[src/rtl/spi_board_arbiter_if.sv]
// Bundle of host-side and board-side SPI signals handled by spi_board_arbiter.
// The slave modport is the arbiter's view; master is the hosts/board side.
interface spi_board_arbiter_if;
  logic [1:0] req_i;
  logic [1:0] gnt_o;
  logic [1:0] sclk_i;
  logic [1:0] copi_i;
  logic [1:0] cs_ni;
  logic [1:0] cipo_o;
  logic       spi_sclk_o;
  logic       spi_copi_o;
  logic       spi_cipo_i;
  logic       flash_cs_no;
  logic       microsd_cs_no;
  logic       busy_o;
  logic [1:0] viol_o;

  modport slave (
    input  req_i, sclk_i, copi_i, cs_ni, spi_cipo_i,
    output gnt_o, cipo_o, spi_sclk_o, spi_copi_o, flash_cs_no, microsd_cs_no,
           busy_o, viol_o
  );

  modport master (
    output req_i, sclk_i, copi_i, cs_ni, spi_cipo_i,
    input  gnt_o, cipo_o, spi_sclk_o, spi_copi_o, flash_cs_no, microsd_cs_no,
           busy_o, viol_o
  );
endinterface

[src/rtl/spi_board_arbiter.sv]
// Round-robin owner of the shared board SPI bus (flash + microSD) for two hosts,
// with an idle guard between owners and sticky detection of ungranted chip selects.
module spi_board_arbiter #(
  parameter int unsigned GuardCycles = 4,
  parameter logic        SclkIdle    = 1'b0
) (
  input  logic                clk_i,
  input  logic                rst_i,
  spi_board_arbiter_if.slave  bus
);

  typedef enum logic [1:0] {
    IDLE  = 2'd0,
    GRANT = 2'd1,
    GUARD = 2'd2
  } state_t;

  localparam logic [7:0] GuardLoad = 8'(GuardCycles);

  state_t     state_reg, state_next;
  logic [1:0] gnt_reg, gnt_next;
  logic       owner_reg, owner_next;
  logic       prio_reg, prio_next;
  logic [7:0] guard_reg, guard_next;
  logic       busy_reg;
  logic [1:0] viol_reg;
  logic       winner;

  always_ff @(posedge clk_i or posedge rst_i) begin
    if (rst_i) begin
      state_reg <= IDLE;
      gnt_reg   <= 2'b00;
      owner_reg <= 1'b0;
      prio_reg  <= 1'b0;
      guard_reg <= 8'd0;
      busy_reg  <= 1'b0;
    end else begin
      state_reg <= state_next;
      gnt_reg   <= gnt_next;
      owner_reg <= owner_next;
      prio_reg  <= prio_next;
      guard_reg <= guard_next;
      busy_reg  <= (state_next != IDLE);
    end
  end

  always_comb begin
    state_next = state_reg;
    gnt_next   = gnt_reg;
    owner_next = owner_reg;
    prio_next  = prio_reg;
    guard_next = guard_reg;
    winner     = 1'b0;
    case (state_reg)
      IDLE: begin
        if (|bus.req_i) begin
          // A lone requester wins outright; a tie goes to the priority pointer.
          winner     = (bus.req_i == 2'b11) ? prio_reg : bus.req_i[1];
          owner_next = winner;
          gnt_next   = winner ? 2'b10 : 2'b01;
          prio_next  = ~winner;
          state_next = GRANT;
        end
      end
      GRANT: begin
        if (!bus.req_i[owner_reg]) begin
          gnt_next   = 2'b00;
          guard_next = GuardLoad;
          state_next = GUARD;
        end
      end
      GUARD: begin
        guard_next = guard_reg - 8'd1;
        if (guard_reg == 8'd1) begin
          state_next = IDLE;
        end
      end
      default: begin
        state_next = IDLE;
        gnt_next   = 2'b00;
      end
    endcase
  end

  // Sticky per-host flag: chip select driven low without holding the grant.
  generate
    for (genvar gi = 0; gi < 2; gi++) begin : g_host
      always_ff @(posedge clk_i or posedge rst_i) begin
        if (rst_i) begin
          viol_reg[gi] <= 1'b0;
        end else if (!bus.cs_ni[gi] && !gnt_reg[gi]) begin
          viol_reg[gi] <= 1'b1;
        end
      end

      assign bus.cipo_o[gi] = gnt_reg[gi] ? bus.spi_cipo_i : 1'b1;
    end
  endgenerate

  always_comb begin
    bus.spi_sclk_o    = SclkIdle;
    bus.spi_copi_o    = 1'b1;
    bus.flash_cs_no   = 1'b1;
    bus.microsd_cs_no = 1'b1;
    if (gnt_reg[0]) begin
      bus.spi_sclk_o  = bus.sclk_i[0];
      bus.spi_copi_o  = bus.copi_i[0];
      bus.flash_cs_no = bus.cs_ni[0];
    end else if (gnt_reg[1]) begin
      bus.spi_sclk_o    = bus.sclk_i[1];
      bus.spi_copi_o    = bus.copi_i[1];
      bus.microsd_cs_no = bus.cs_ni[1];
    end
  end

  assign bus.gnt_o  = gnt_reg;
  assign bus.busy_o = busy_reg;
  assign bus.viol_o = viol_reg;

endmodule

[src/flat_wrapper.sv]
// flat-port wrapper written by rule: the top's interface ports become plain ports
module spi_board_arbiter_flat 
#(
  parameter int unsigned GuardCycles = 4,
  parameter logic        SclkIdle    = 1'b0
)
  (clk_i, rst_i, bus_req_i, bus_sclk_i, bus_copi_i, bus_cs_ni, bus_spi_cipo_i, bus_gnt_o, bus_cipo_o, bus_spi_sclk_o, bus_spi_copi_o, bus_flash_cs_no, bus_microsd_cs_no, bus_busy_o, bus_viol_o);
  spi_board_arbiter_if bus_i ();
  input  logic clk_i;
  input  logic rst_i;
  input wire logic [$bits(bus_i.req_i)-1:0] bus_req_i;
  input wire logic [$bits(bus_i.sclk_i)-1:0] bus_sclk_i;
  input wire logic [$bits(bus_i.copi_i)-1:0] bus_copi_i;
  input wire logic [$bits(bus_i.cs_ni)-1:0] bus_cs_ni;
  input wire logic [$bits(bus_i.spi_cipo_i)-1:0] bus_spi_cipo_i;
  output wire logic [$bits(bus_i.gnt_o)-1:0] bus_gnt_o;
  output wire logic [$bits(bus_i.cipo_o)-1:0] bus_cipo_o;
  output wire logic [$bits(bus_i.spi_sclk_o)-1:0] bus_spi_sclk_o;
  output wire logic [$bits(bus_i.spi_copi_o)-1:0] bus_spi_copi_o;
  output wire logic [$bits(bus_i.flash_cs_no)-1:0] bus_flash_cs_no;
  output wire logic [$bits(bus_i.microsd_cs_no)-1:0] bus_microsd_cs_no;
  output wire logic [$bits(bus_i.busy_o)-1:0] bus_busy_o;
  output wire logic [$bits(bus_i.viol_o)-1:0] bus_viol_o;
  assign bus_i.req_i = bus_req_i;
  assign bus_i.sclk_i = bus_sclk_i;
  assign bus_i.copi_i = bus_copi_i;
  assign bus_i.cs_ni = bus_cs_ni;
  assign bus_i.spi_cipo_i = bus_spi_cipo_i;
  assign bus_gnt_o = bus_i.gnt_o;
  assign bus_cipo_o = bus_i.cipo_o;
  assign bus_spi_sclk_o = bus_i.spi_sclk_o;
  assign bus_spi_copi_o = bus_i.spi_copi_o;
  assign bus_flash_cs_no = bus_i.flash_cs_no;
  assign bus_microsd_cs_no = bus_i.microsd_cs_no;
  assign bus_busy_o = bus_i.busy_o;
  assign bus_viol_o = bus_i.viol_o;
  spi_board_arbiter #(.GuardCycles(GuardCycles), .SclkIdle(SclkIdle)) u_core (.clk_i(clk_i), .rst_i(rst_i), .bus(bus_i));
endmodule
[config.mk]
export PLATFORM = sky130hd
export DESIGN_NAME = spi_board_arbiter_flat
export DESIGN_NICKNAME = d
export VERILOG_FILES = /design/src/rtl/spi_board_arbiter_if.sv /design/src/rtl/spi_board_arbiter.sv /design/src/flat_wrapper.sv
export SDC_FILE = /design/constraint.sdc
export NUM_CORES = 1
export LEC_CHECK = 0
export ABC_AREA = 1
export BUFFER_PORTS_ARGS = -buffer_cell sky130_fd_sc_hd__buf_2
export CAP_MARGIN = 20
export CORE_ASPECT_RATIO = 1.25
export CORE_UTILIZATION = 35
export DETAILED_ROUTE_END_ITERATION = 10
export PLACE_DENSITY_LB_ADDON = 0.05
export SYNTH_ARGS = -nofsm -noshare
export SYNTH_HDL_FRONTEND = slang
export SYNTH_SLANG_ARGS = --single-unit
[constraint.sdc]
create_clock -name clk_i -period 1.39 [get_ports clk_i]
set_input_delay 0.0695 -clock clk_i [delete_from_list [all_inputs] [get_ports clk_i]]
set_output_delay 0.0695 -clock clk_i [all_outputs]
set_load 0.01 [all_outputs]
Yosys cells after proc, flatten, opt, wreduce, memory -nomap -nowiden
Index checks and enable logic that the tools add are counted.

storage, ports and cells
  output and inout port bits = 11
  word-level logic and storage cells = 53
  register bits after elaboration = 17
  input bits = 11

operators by class
  multiplexer cells = 22
  reductions and logical operators = 13
  eq/ne operators = 6
  bitwise gates (word level) = 2
  order comparisons = 1
  add/subtract/negate cells = 1

operators by type and width
  cell                 number
  $pmux 8 s2           1
  $mux 1               12
  $mux 2               6
  $pmux 2 s3           2
  $eq 8x1->1 const B   1
  $mux 8               1
  $sub 8x1->8 const B  1
  $eq 2x2->1 const B   2
  $logic_not 1->1      4
  $reduce_and 2->1     2
  $reduce_bool 2->1    2
  $reduce_and 3->1     1
  $eq 2x1->1 const B   1
  $logic_and 1x1->1    2
  $logic_not 2->1      1
  $lt 1x2->1 const B   1
  $ne 2x1->1 const B   1
  $ne 2x2->1 const B   1
  $not 1->1            2
  $reduce_or 2->1      1

Longest topological paths before layout
Gate-level depths: netlist (run 1).

  depth after elaboration = 5
  gate-level depth with buffers = 7
  mapped depth without buffers = 7

Worst setup path before layout (run 1)
OpenSTA, ideal clock, no wires.

  kind = register to register
  from = register u_core.guard_reg[0]
  to = register u_core.guard_reg[6]
  setup time = 0.118 ns
  arrival = 1.004 ns
  path buffers = 0
  setup slack = 0.268 ns
  clock period less this slack = 1.122 ns
  data required time = 1.272 ns
  stages on the path, launching flop included = 8
  cell sequence = dfrtp_1 > inv_1 > ha_1 > inv_1 > nor2_1 > nand3_1 > nand3_1 > nand2_1

on the way
  word-level cells in the longest chain between the ends = 2

RTL lines
  element                   RTL line                 source
  start: declaration        spi_board_arbiter.sv:24  logic [7:0] guard_reg, guard_next;
  start signal: assignment  spi_board_arbiter.sv:42  guard_reg <= guard_next;
  $sub 8x1->8               spi_board_arbiter.sv:73  guard_next = guard_reg - 8'd1;
  $pmux 8 s2                spi_board_arbiter.sv:54  case (state_reg)

No other way between the ends.
A chain may end at the register's enable or synchronous reset.

Worst setup path in the final report (run 1)
  from = register u_core.gnt_reg[0] (netlist: u_core.bus.gnt_o[0])
  to = output bus_flash_cs_no

on the way
  word-level cells in the longest chain between the ends = 1

RTL lines
  element                   RTL line                  source
  start: declaration        spi_board_arbiter.sv:21   logic [1:0] gnt_reg, gnt_next;
  start signal: assignment  spi_board_arbiter.sv:39   gnt_reg <= gnt_next;
  $mux 1                    spi_board_arbiter.sv:105  if (gnt_reg[0]) begin
  end: declaration          flat_wrapper.sv:20        output wire logic [$bits(bus_i.flash_cs_no)-1:0] bus_flash_cs_no;

No other way between the ends.

==> flow_summary.toml, run 1 <==
[status]
outcome = "finished, final reports clean"

[grt]
overflow = 0
grt_pass1_wl_mm = 3.07
grt_max_degree = 18
antenna_found_initial = 0
track_usage = 0.158
grt_pass1_vias = 777

[route]
drt_iter0_drc = 20
drc = 0
wirelength_mm = 1.88
ant_nets = 0
via_count = 842
dr.pass1.iters = 3
wl_per_cell_um = 10.1
vias_per_cell = 4.53

[cells_and_area]
fin_nets = 167
mostFrequentLayoutCell = "nand2_1"
largest_reg_flops = 8
syn2layout_area_growth_pct = 24.6
area.sequential_um2 = 427
n_antenna_cell = 0
final_area_mm2 = 0.00111
drive_gt1_frac = 0.209
multi_input_area_um2 = 394
fillers = 252
final_cell_mix = "nand2_1 (41), buf_2 (21), inv_1 (20), dfrtp_1 (16), nor2_1 (14)"

[power]
clock_power_share = 0.130
power.internal_w = 0.00117
switching_share = 0.454
powerDensity_mw_per_mm2 = 1920
leakagePower_nw = 0.616
vdd_ir_drop_max_uv = 779
seqPwrFrac = 0.403
power_frac_comb = 0.467
switchingPower_w = 0.000973
fin_total_pwr_w = 0.00215

[clocking]
numCtsBuffers = 3
cts.clk_slew.worst_paths_ps = 100
insertion_delay_ps = 300
clock-sinks = 17
cts_max_path_buffers = 2
post_cts_buffers = 0
cts_tree = "yes"
htree_levels = 1
clockRootBuffer = "clkbuf_4"

[sta]
rsz0062_at_grt = "no"
fin_worst_skew_ps = 3.05
max_freq_mhz = 773
drv_slew = 0
worst_pin_slew_ps = 279
period_needed_ps = 1290
tns_ps = 0
holdWs_ps = 145
hold_viol_final = 0
slew_headroom = 0.813
fin_crit_sh = 0.931
setup_viol = 0

[synth]
synth_nets = 136
ys_ff_latch = 17
synth.largest_area_cell = "dfrtp_1"
synth_seq_area_share = 0.476
synth_top_area_frac = 0.476
synth_area_leaders = "dfrtp_1 (48%), nand2_1 (17%), inv_1 (8.4%)"
syn-cell-area_um2 = 895
avgSynthCellArea_um2 = 7.27
synth_cells = 123
yosys_warnings = 0
yosysUniqueCellTypes = 14

[hold_path]
hp-class = "primary input to register"

[placed_design]
finalWeightedCongestion = 0.787
dp_hpwl_mm = 1.42
place_area_mm2 = 0.00106
port_buffers = 21

[setup_path]
worstPathRequired_ps = 1320
crit_fanout = 6
arrival_ps = 1220
startpoint_type = "register"
r2r_setup_slack_ps = 170
worstSetupEndpointType = "output port"
criticalPathCategory = "register to output port"

[floorplanning]
core_mm2 = 0.00243
die_w_um = 47.2
start_util = 0.369
ios = 22
dieArea_mm2 = 0.00276
die_h_um = 58.5
rows = 20

[run]
drv_cap = 0
-- cell usage after synthesis --
library cell  instances
a21oi_1               1
a31oi_1               1
dfrtp_1              17
ha_1                  2
inv_1                20
nand2_1              41
nand3_1              12
nand3_2               1
nand3b_1              1
nor2_1               14
nor2_2                1
o21ai_0               8
o21bai_1              2
or2_2                 2
-- metal layers --
layer,global-route usage,part of all wire,up-vias
li1,-,-,442
met1,0.163,0.44,378
met2,0.286,0.51,18
met3,0.0276,0.034,4
met4,0.0857,0.016,0
met5,0,0,-
-- power groups by stage --
| stage | Sequential [W] | Clock [W] | Combinational, W |
|---|---|---|---|
| 3_5_place_dp | 0.000870 | 0 | 0.00101 |
| 2_1_floorplan | 0.000852 | 0 | 0.000697 |
| 5_1_grt | 0.000896 | 0.000315 | 0.00118 |
| 6_report | 0.000864 | 0.000278 | 0.00100 |
| 3_3_place_gp | 0.000863 | 0 | 0.00102 |
| 4_1_cts | 0.000862 | 0.000287 | 0.00102 |
-- metrics by stage --
step / std cells / util / setup WS (ps)
CTS: 186 / 0.459 / 35.6
finish: 186 / 0.459 / 95.9
global route: 186 / 0.459 / 19.3
detailed placement: 179 / 0.435 / 169
floorplan: 123 / - / 268
global placement: 179 / 0.435 / 187
-- layout make-up --
cell class | instances | share of cell area
timing repair buffer | 26 | 0.135
multi-input combinational | 86 | 0.354
sequential | 17 | 0.383
inverter | 20 | 0.0673
clock inverter | 1 | 0.00449
clock buffer | 3 | 0.0202
tap | 33 | 0.0370
-- cell families (layout without fill, tap and decap cells) --
kind of cell,Yosys count,count (layout),share of synthesized area
flip-flops,17,17,0.476
AND/OR/NAND/NOR,72,72,0.338
adder cells (fa/ha/maj),2,2,0.0280
AO/OA/AOI/OAI,12,12,0.0741
buffers and inverters,20,50,0.0839
-- critical path: stages, from the launching register on --
cell and delay [ps]:
dfrtp_2 420, inv_1 100, or2_2 270, buf_2 140
-- path summary, 6_finish.rpt --
check / start / endpoint / depth (start not counted)
max: u_core.bus.gnt_o[0] / bus_flash_cs_no / 3
min in group asynchronous: rst_i / u_core.guard_reg[3] / 4
max reg2reg: u_core.guard_reg[0] / u_core.guard_reg[6] / 7
min: bus_req_i[1] / u_core.prio_reg / 4
max in group asynchronous: rst_i / u_core.bus.gnt_o[0] / 4
min reg2reg: u_core.bus.viol_o[1] / u_core.bus.viol_o[1] / 1
-- what timing repair did --
item,CTS,global route
setup endpoints to repair,0,1
resized for setup,0,1
hold endpoints to repair,19,0
hold buffers,3,0
Power figures use the tool's default switching activity.
==> run 2, diff against run 1 <==
--- a/config.mk
+++ b/config.mk
@@ -5,7 +5,7 @@
 export SDC_FILE = /design/constraint.sdc
 export NUM_CORES = 1
 export LEC_CHECK = 0
-export ABC_AREA = 1
+export ABC_AREA = 0
 export BUFFER_PORTS_ARGS = -buffer_cell sky130_fd_sc_hd__buf_2
 export CAP_MARGIN = 20
 export CORE_ASPECT_RATIO = 1.25
==> run 2 against run 1 <==
  * The flow now finishes with violations (setup timing)
  * Critical path depth up 1
  * Clock power fell by 6%
  * Cell count fell by 17%
  * Clock-buffer cell count up 1
  * Setup slack lost 160 ps
  * Fmax fell by 11%
  * Flip-flop and latch count unchanged
  * Global-route usage is 1.1 points lower
  * Critical endpoint is now u_core.guard_reg[5]
  * Largest cell class is now multi-input gates
  * Largest power group unchanged
==> flow_summary.toml, run 2 <==
[power]
power_frac_comb = 0.536
switching_share = 0.365
vdd_ir_drop_max_uv = 1070
seqPwrFrac = 0.355
switchingPower_w = 0.000871
clock_power_share = 0.109
power.internal_w = 0.00152
leakagePower_nw = 0.596
powerDensity_mw_per_mm2 = 1950

[synth]
yosysUniqueCellTypes = 29
synthArstFlopShare = 1.00
synth_cells = 77
synth.largest_area_cell = "dfrtp_1"
synth_seq_area_share = 0.497
avgSynthCellArea_um2 = 11.1
syn-cell-area_um2 = 856
synth_top_area_frac = 0.497
synth_commonest_cells = "dfrtp_1 (17), nand2_1 (5), o21ai_0 (5)"
ys_ff_latch = 17
synth_nets = 90
synth_top_flop_cell = "dfrtp_1"
synth_area_leaders = "dfrtp_1 (50%), mux2i_1 (4.7%), nand2b_4 (3.2%)"
yosysMostFrequentCell = "dfrtp_1"
yosys_warnings = 0
synth_edf_count = 0

[sta]
tns_ps = -129
fin_crit_sh = 1.04
fin_worst_skew_ps = 1.23
setup_viol = 3
worst_pin_slew_ps = 348
slew_headroom = 0.767
holdWs_ps = 33.3
max_freq_mhz = 689
hold_viol_final = 0
fin_ws_ps = -60.9
period_needed_ps = 1450
rsz0062_at_grt = "yes"
drv_slew = 0

[setup_path]
crit_fanout = 5
r2r_setup_slack_ps = -60
worstPathRequired_ps = 1560
worstSetupEndpointType = "register"
arrival_ps = 1620
r2r_cells = 4
criticalPathCategory = "register to register"
r2r-end = "u_core.guard_reg[5]"
r2r_start = "u_core.state_reg[0]"
startpoint_type = "register"

[placed_design]
pre_cts_ws_ps = -53.0
dp_hpwl_mm = 1.37
dpl.cell_count = 145
port_buffers = 21
finalWeightedCongestion = 0.788

[grt]
overflow = 0
antenna_found_initial = 0
grt_pass1_wl_mm = 2.75
track_usage = 0.148
grt_max_degree = 18
grt_pass1_vias = 649

[route]
drc = 0
wirelength_mm = 1.85
ant_nets = 0
via_count = 749
wl_per_cell_um = 12.0
drt_iter0_drc = 27
vias_per_cell = 4.86
dr.pass1.iters = 4

[floorplanning]
dieArea_mm2 = 0.00265
start_util = 0.379
core_mm2 = 0.00226
ios = 22
die_h_um = 57.3
rows = 19
die_w_um = 46.2

[cells_and_area]
fillers = 205
drive_gt1_frac = 0.455
fin_nets = 137
final_cells = 154
syn2layout_area_growth_pct = 43.3
largest_reg_flops = 8
mostFrequentLayoutCell = "buf_2"
n_antenna_cell = 0
final_cell_mix = "buf_2 (20), buf_4 (18), dfrtp_1 (15), nand2_1 (5)"

[hold_path]
hp-class = "primary input to register"
hold_depth = 2
worstHoldStart = "bus_req_i[0]"
hold_end = "u_core.owner_reg"

[clocking]
cts.clk_slew.worst_paths_ps = 100
clock-sinks = 17
numCtsBuffers = 3
clockRootBuffer = "clkbuf_4"
cts_max_path_buffers = 2
htree_levels = 1
insertion_delay_ps = 280
cts_tree = "yes"

[status]
violations = "setup timing"
outcome = "finished, violations left"

[run]
drv_cap = 0
## run 2: cell count changes after synthesis, moves of 3 or more
cell / change
o21ai_0: -3
nand2b_1: +4
inv_1: -16
nor2_1: -11
mux2i_1: +4
nand2_1: -36
a21oi_1: +3
nand3_1: -10
## run 2: worst max-delay path: stages (launching register included)
cell	delay, ps
dfrtp_1	400
nand2b_4	150
or4_4	460
o311ai_2	220
o41ai_1	100
## run 2: cell type report
class                   instances  area, um2  share of cell area
flip-flops and latches         17        428               0.349
well taps                      31       38.8              0.0316
inverters                       4       15.0              0.0122
repair buffers                 43        288               0.235
clock buffers                   4       26.3              0.0214
multi-input cells              55        430               0.351
## run 2: cells by family (layout without fill, tap and decap cells)
kind of cell / Yosys count / in the layout / synth area share
AO/OA/AOI/OAI: 22 / 22 / 0.186
adder cells (fa/ha/maj): 2 / 2 / 0.0292
buffers and inverters: 5 / 51 / 0.0219
flip-flops: 17 / 17 / 0.497
multiplexers: 4 / 4 / 0.0468
AND/OR/NAND/NOR: 27 / 27 / 0.219
## run 2: worst max-delay path by stage
stage / from / endpoint / cells after the start
3_3_place_gp: u_core.state_reg[0] / u_core.guard_reg[5] / 4
6_report: u_core.state_reg[0] / u_core.guard_reg[5] / 4
4_1_cts: u_core.state_reg[0] / u_core.guard_reg[5] / 4
2_1_floorplan: u_core.state_reg[0] / u_core.guard_reg[5] / 4
5_1_grt: u_core.state_reg[0] / u_core.guard_reg[5] / 4
3_5_place_dp: u_core.guard_reg[1] / u_core.guard_reg[6] / 6
## run 2: power by group through the flow
stage          clock network, W  registers [W]  logic [W]
6_report               0.000261       0.000846    0.00128
5_1_grt                0.000292       0.000870    0.00140
4_1_cts                0.000275       0.000844    0.00122
3_5_place_dp                  0       0.000863    0.00115
3_3_place_gp                  0       0.000857    0.00113
2_1_floorplan                 0       0.000895   0.000619
## run 2: per-stage QoR
step,utilization,instance area [um2],power (W)
final,0.543,1230,0.00239
after global routing,0.543,1230,0.00256
after CTS,0.534,1200,0.00234
after detailed placement,0.499,1130,0.00201
after global placement,0.499,1130,0.00198
after floorplan,-,860,0.00151
## run 2: metal layers
layer	wire length [um]	vias to the layer above	track usage
met1	820	348	0.157
met3	54	2	0.0190
li1	-	376	-
met2	954	23	0.268
met5	0	-	0
met4	18	0	0.0756
## run 2: repair_timing
item / in CTS / in global routing
gates resized for setup: 6 / 4
buffers inserted: 1 / 1
pin swaps: 3 / 3
hold buffers: 3 / 0
hold endpoints to repair: 19 / 0
endpoints found under the setup margin: 5 / 6
==> run 3, diff against run 2 <==
--- a/config.mk
+++ b/config.mk
@@ -7,7 +7,6 @@
 export LEC_CHECK = 0
 export ABC_AREA = 0
 export BUFFER_PORTS_ARGS = -buffer_cell sky130_fd_sc_hd__buf_2
-export CAP_MARGIN = 20
 export CORE_ASPECT_RATIO = 1.25
 export CORE_UTILIZATION = 35
 export DETAILED_ROUTE_END_ITERATION = 10
==> constraint.sdc (replaced) <==
create_clock -name clk_i -period 1.3 [get_ports clk_i]
set_input_delay 0.065 -clock clk_i [delete_from_list [all_inputs] [get_ports clk_i]]
set_output_delay 0.065 -clock clk_i [all_outputs]
set_load 0.01 [all_outputs]
==> run 3 against run 2 <==
  * The flow still finishes with violations (setup timing)
  * Clock-buffer cell count unchanged
  * Utilization up 2.1 points
  * Setup slack worse by 79 ps
  * Critical path type unchanged
  * Largest power group unchanged
==> flow_summary.toml, run 3 (synthesis results as in run 2) <==
[status]
outcome = "finished, violations left"
violations = "setup timing"

[sta]
setup_viol = 6
slew_headroom = 0.810
fin_crit_sh = 1.11
drv_slew = 0
period_needed_ps = 1440
rsz0062_at_grt = "yes"
max_freq_mhz = 695
tns_ps = -361
fin_ws_ps = -140
fin_worst_skew_ps = 2.77
hold_viol_final = 0
worst_pin_slew_ps = 282

[power]
leakagePower_nw = 0.610
fin_total_pwr_w = 0.00265
vdd_ir_drop_max_uv = 1280
powerDensity_mw_per_mm2 = 2080

[grt]
grt_pass1_wl_mm = 2.99
grt_max_degree = 18
track_usage = 0.155
overflow = 0
antenna_found_initial = 0
grt_pass1_vias = 689

[setup_path]
criticalPathCategory = "register to register"
arrival_ps = 1610
cp_top_family = "simple AND/OR/NAND/NOR gates"
crit_fanout = 4
startpoint_type = "register"
crit_chain = "nand2b_4, or4_4, o311ai_2, o41ai_1"
cp_slowest_cell = "or4_4"
r2r_setup_slack_ps = -140
crit_buf_inv = 0
worstPathRequired_ps = 1470
cp_slowest_stage_delay_ps = 450
worstSetupEndpointType = "register"

[clocking]
cts_max_path_buffers = 2
numCtsBuffers = 3
cts.clk_slew.worst_paths_ps = 100
clock-sinks = 17
cts_tree = "yes"
clockRootBuffer = "clkbuf_4"
htree_levels = 1
insertion_delay_ps = 280

[cells_and_area]
fillers = 204
drive_gt1_frac = 0.492
fin_nets = 138
n_antenna_cell = 0
largest_reg_flops = 8
final_cell_mix = "buf_2 (19), buf_4 (17), dfrtp_1 (16), nand2_1 (5), buf_6 (5)"
syn2layout_area_growth_pct = 48.8
multi_input_area_um2 = 458
mostFrequentLayoutCell = "buf_2"
area.sequential_um2 = 427

[placed_design]
dp_hpwl_mm = 1.28
port_buffers = 21
finalWeightedCongestion = 0.784

[floorplanning]
rows = 19
die_h_um = 57.3
core_mm2 = 0.00226
start_util = 0.379
dieArea_mm2 = 0.00265
ios = 22
die_w_um = 46.2

[route]
drc = 0
via_count = 748
wl_per_cell_um = 11.8
vias_per_cell = 4.83
wirelength_mm = 1.83
dr.pass1.iters = 4
ant_nets = 0
drt_iter0_drc = 14

[run]
drv_cap = 0

[hold_path]
hp-class = "primary input to register"
-- run 3: changes by cell type in the layout (fill, tap and decap cells not counted), sizes merged --
cell	delta
buf	+1
-- run 3: area by class of cell --
class,instances,share of cell area
sequential,17,0.335
timing repair buffer,44,0.243
tap,31,0.0305
clock buffer,4,0.0206
inverter,4,0.0118
multi-input combinational,55,0.360
-- run 3: worst register-to-register path, delay by kind of cell, from the launching register on --
kind | cells | cell delay [ps]
AO/OA/AOI/OAI | 2 | 340
flip-flops | 1 | 390
AND/OR/NAND/NOR | 2 | 590
-- run 3: layer usage --
layer	vias up	GRT usage	share of wire
met4	0	0.0630	0.0093
met2	20	0.258	0.48
met5	-	0	0
met1	346	0.199	0.47
li1	380	-	-
met3	2	0.0190	0.038
-- run 3: report_power, final --
| group | internal [W] | leakage, nW | switching [W] | total (W) |
|---|---|---|---|---|
| sequential | 0.000732 | 0.204 | 0.000160 | 0.000893 |
| clock | 0.000119 | 0.0150 | 0.000162 | 0.000281 |
| combinational | 0.000847 | 0.391 | 0.000630 | 0.00148 |
| total | 0.00170 | 0.610 | 0.000953 | 0.00265 |
-- run 3: stage by stage --
stage / util / hold slack [ps] / instances / area, um2 / worst slack [ps]
after floorplan: - / -9.00 / 77 / 860 / -150
after global placement: 0.489 / 87.1 / 142 / 1100 / -110
after detailed placement: 0.489 / 91.5 / 142 / 1100 / -130
after CTS: 0.530 / 9.31 / 151 / 1200 / -141
after global routing: 0.564 / 74.1 / 155 / 1270 / -184
final: 0.564 / 61.8 / 155 / 1270 / -140
-- run 3: repair_timing --
action                                 4_1_cts  5_1_grt
gates resized for setup                      6       12
buffers inserted                             2        5
pin swaps                                    4        4
endpoints found under the hold margin       19        0
hold buffers                                 3        0
setup endpoints to repair                    6       14
-- run 3: worst paths after layout --
kind	start	end	depth (start not counted)
worst max register to register	u_core.state_reg[0]	u_core.guard_reg[5]	4
min in group asynchronous	rst_i	u_core.guard_reg[4]	4
worst max-delay path	u_core.state_reg[0]	u_core.guard_reg[5]	4
worst min-delay path	bus_req_i[1]	u_core.prio_reg	2
max in group asynchronous	rst_i	u_core.guard_reg[3]	4
worst min register to register	u_core.bus.viol_o[0]	u_core.bus.viol_o[0]	1
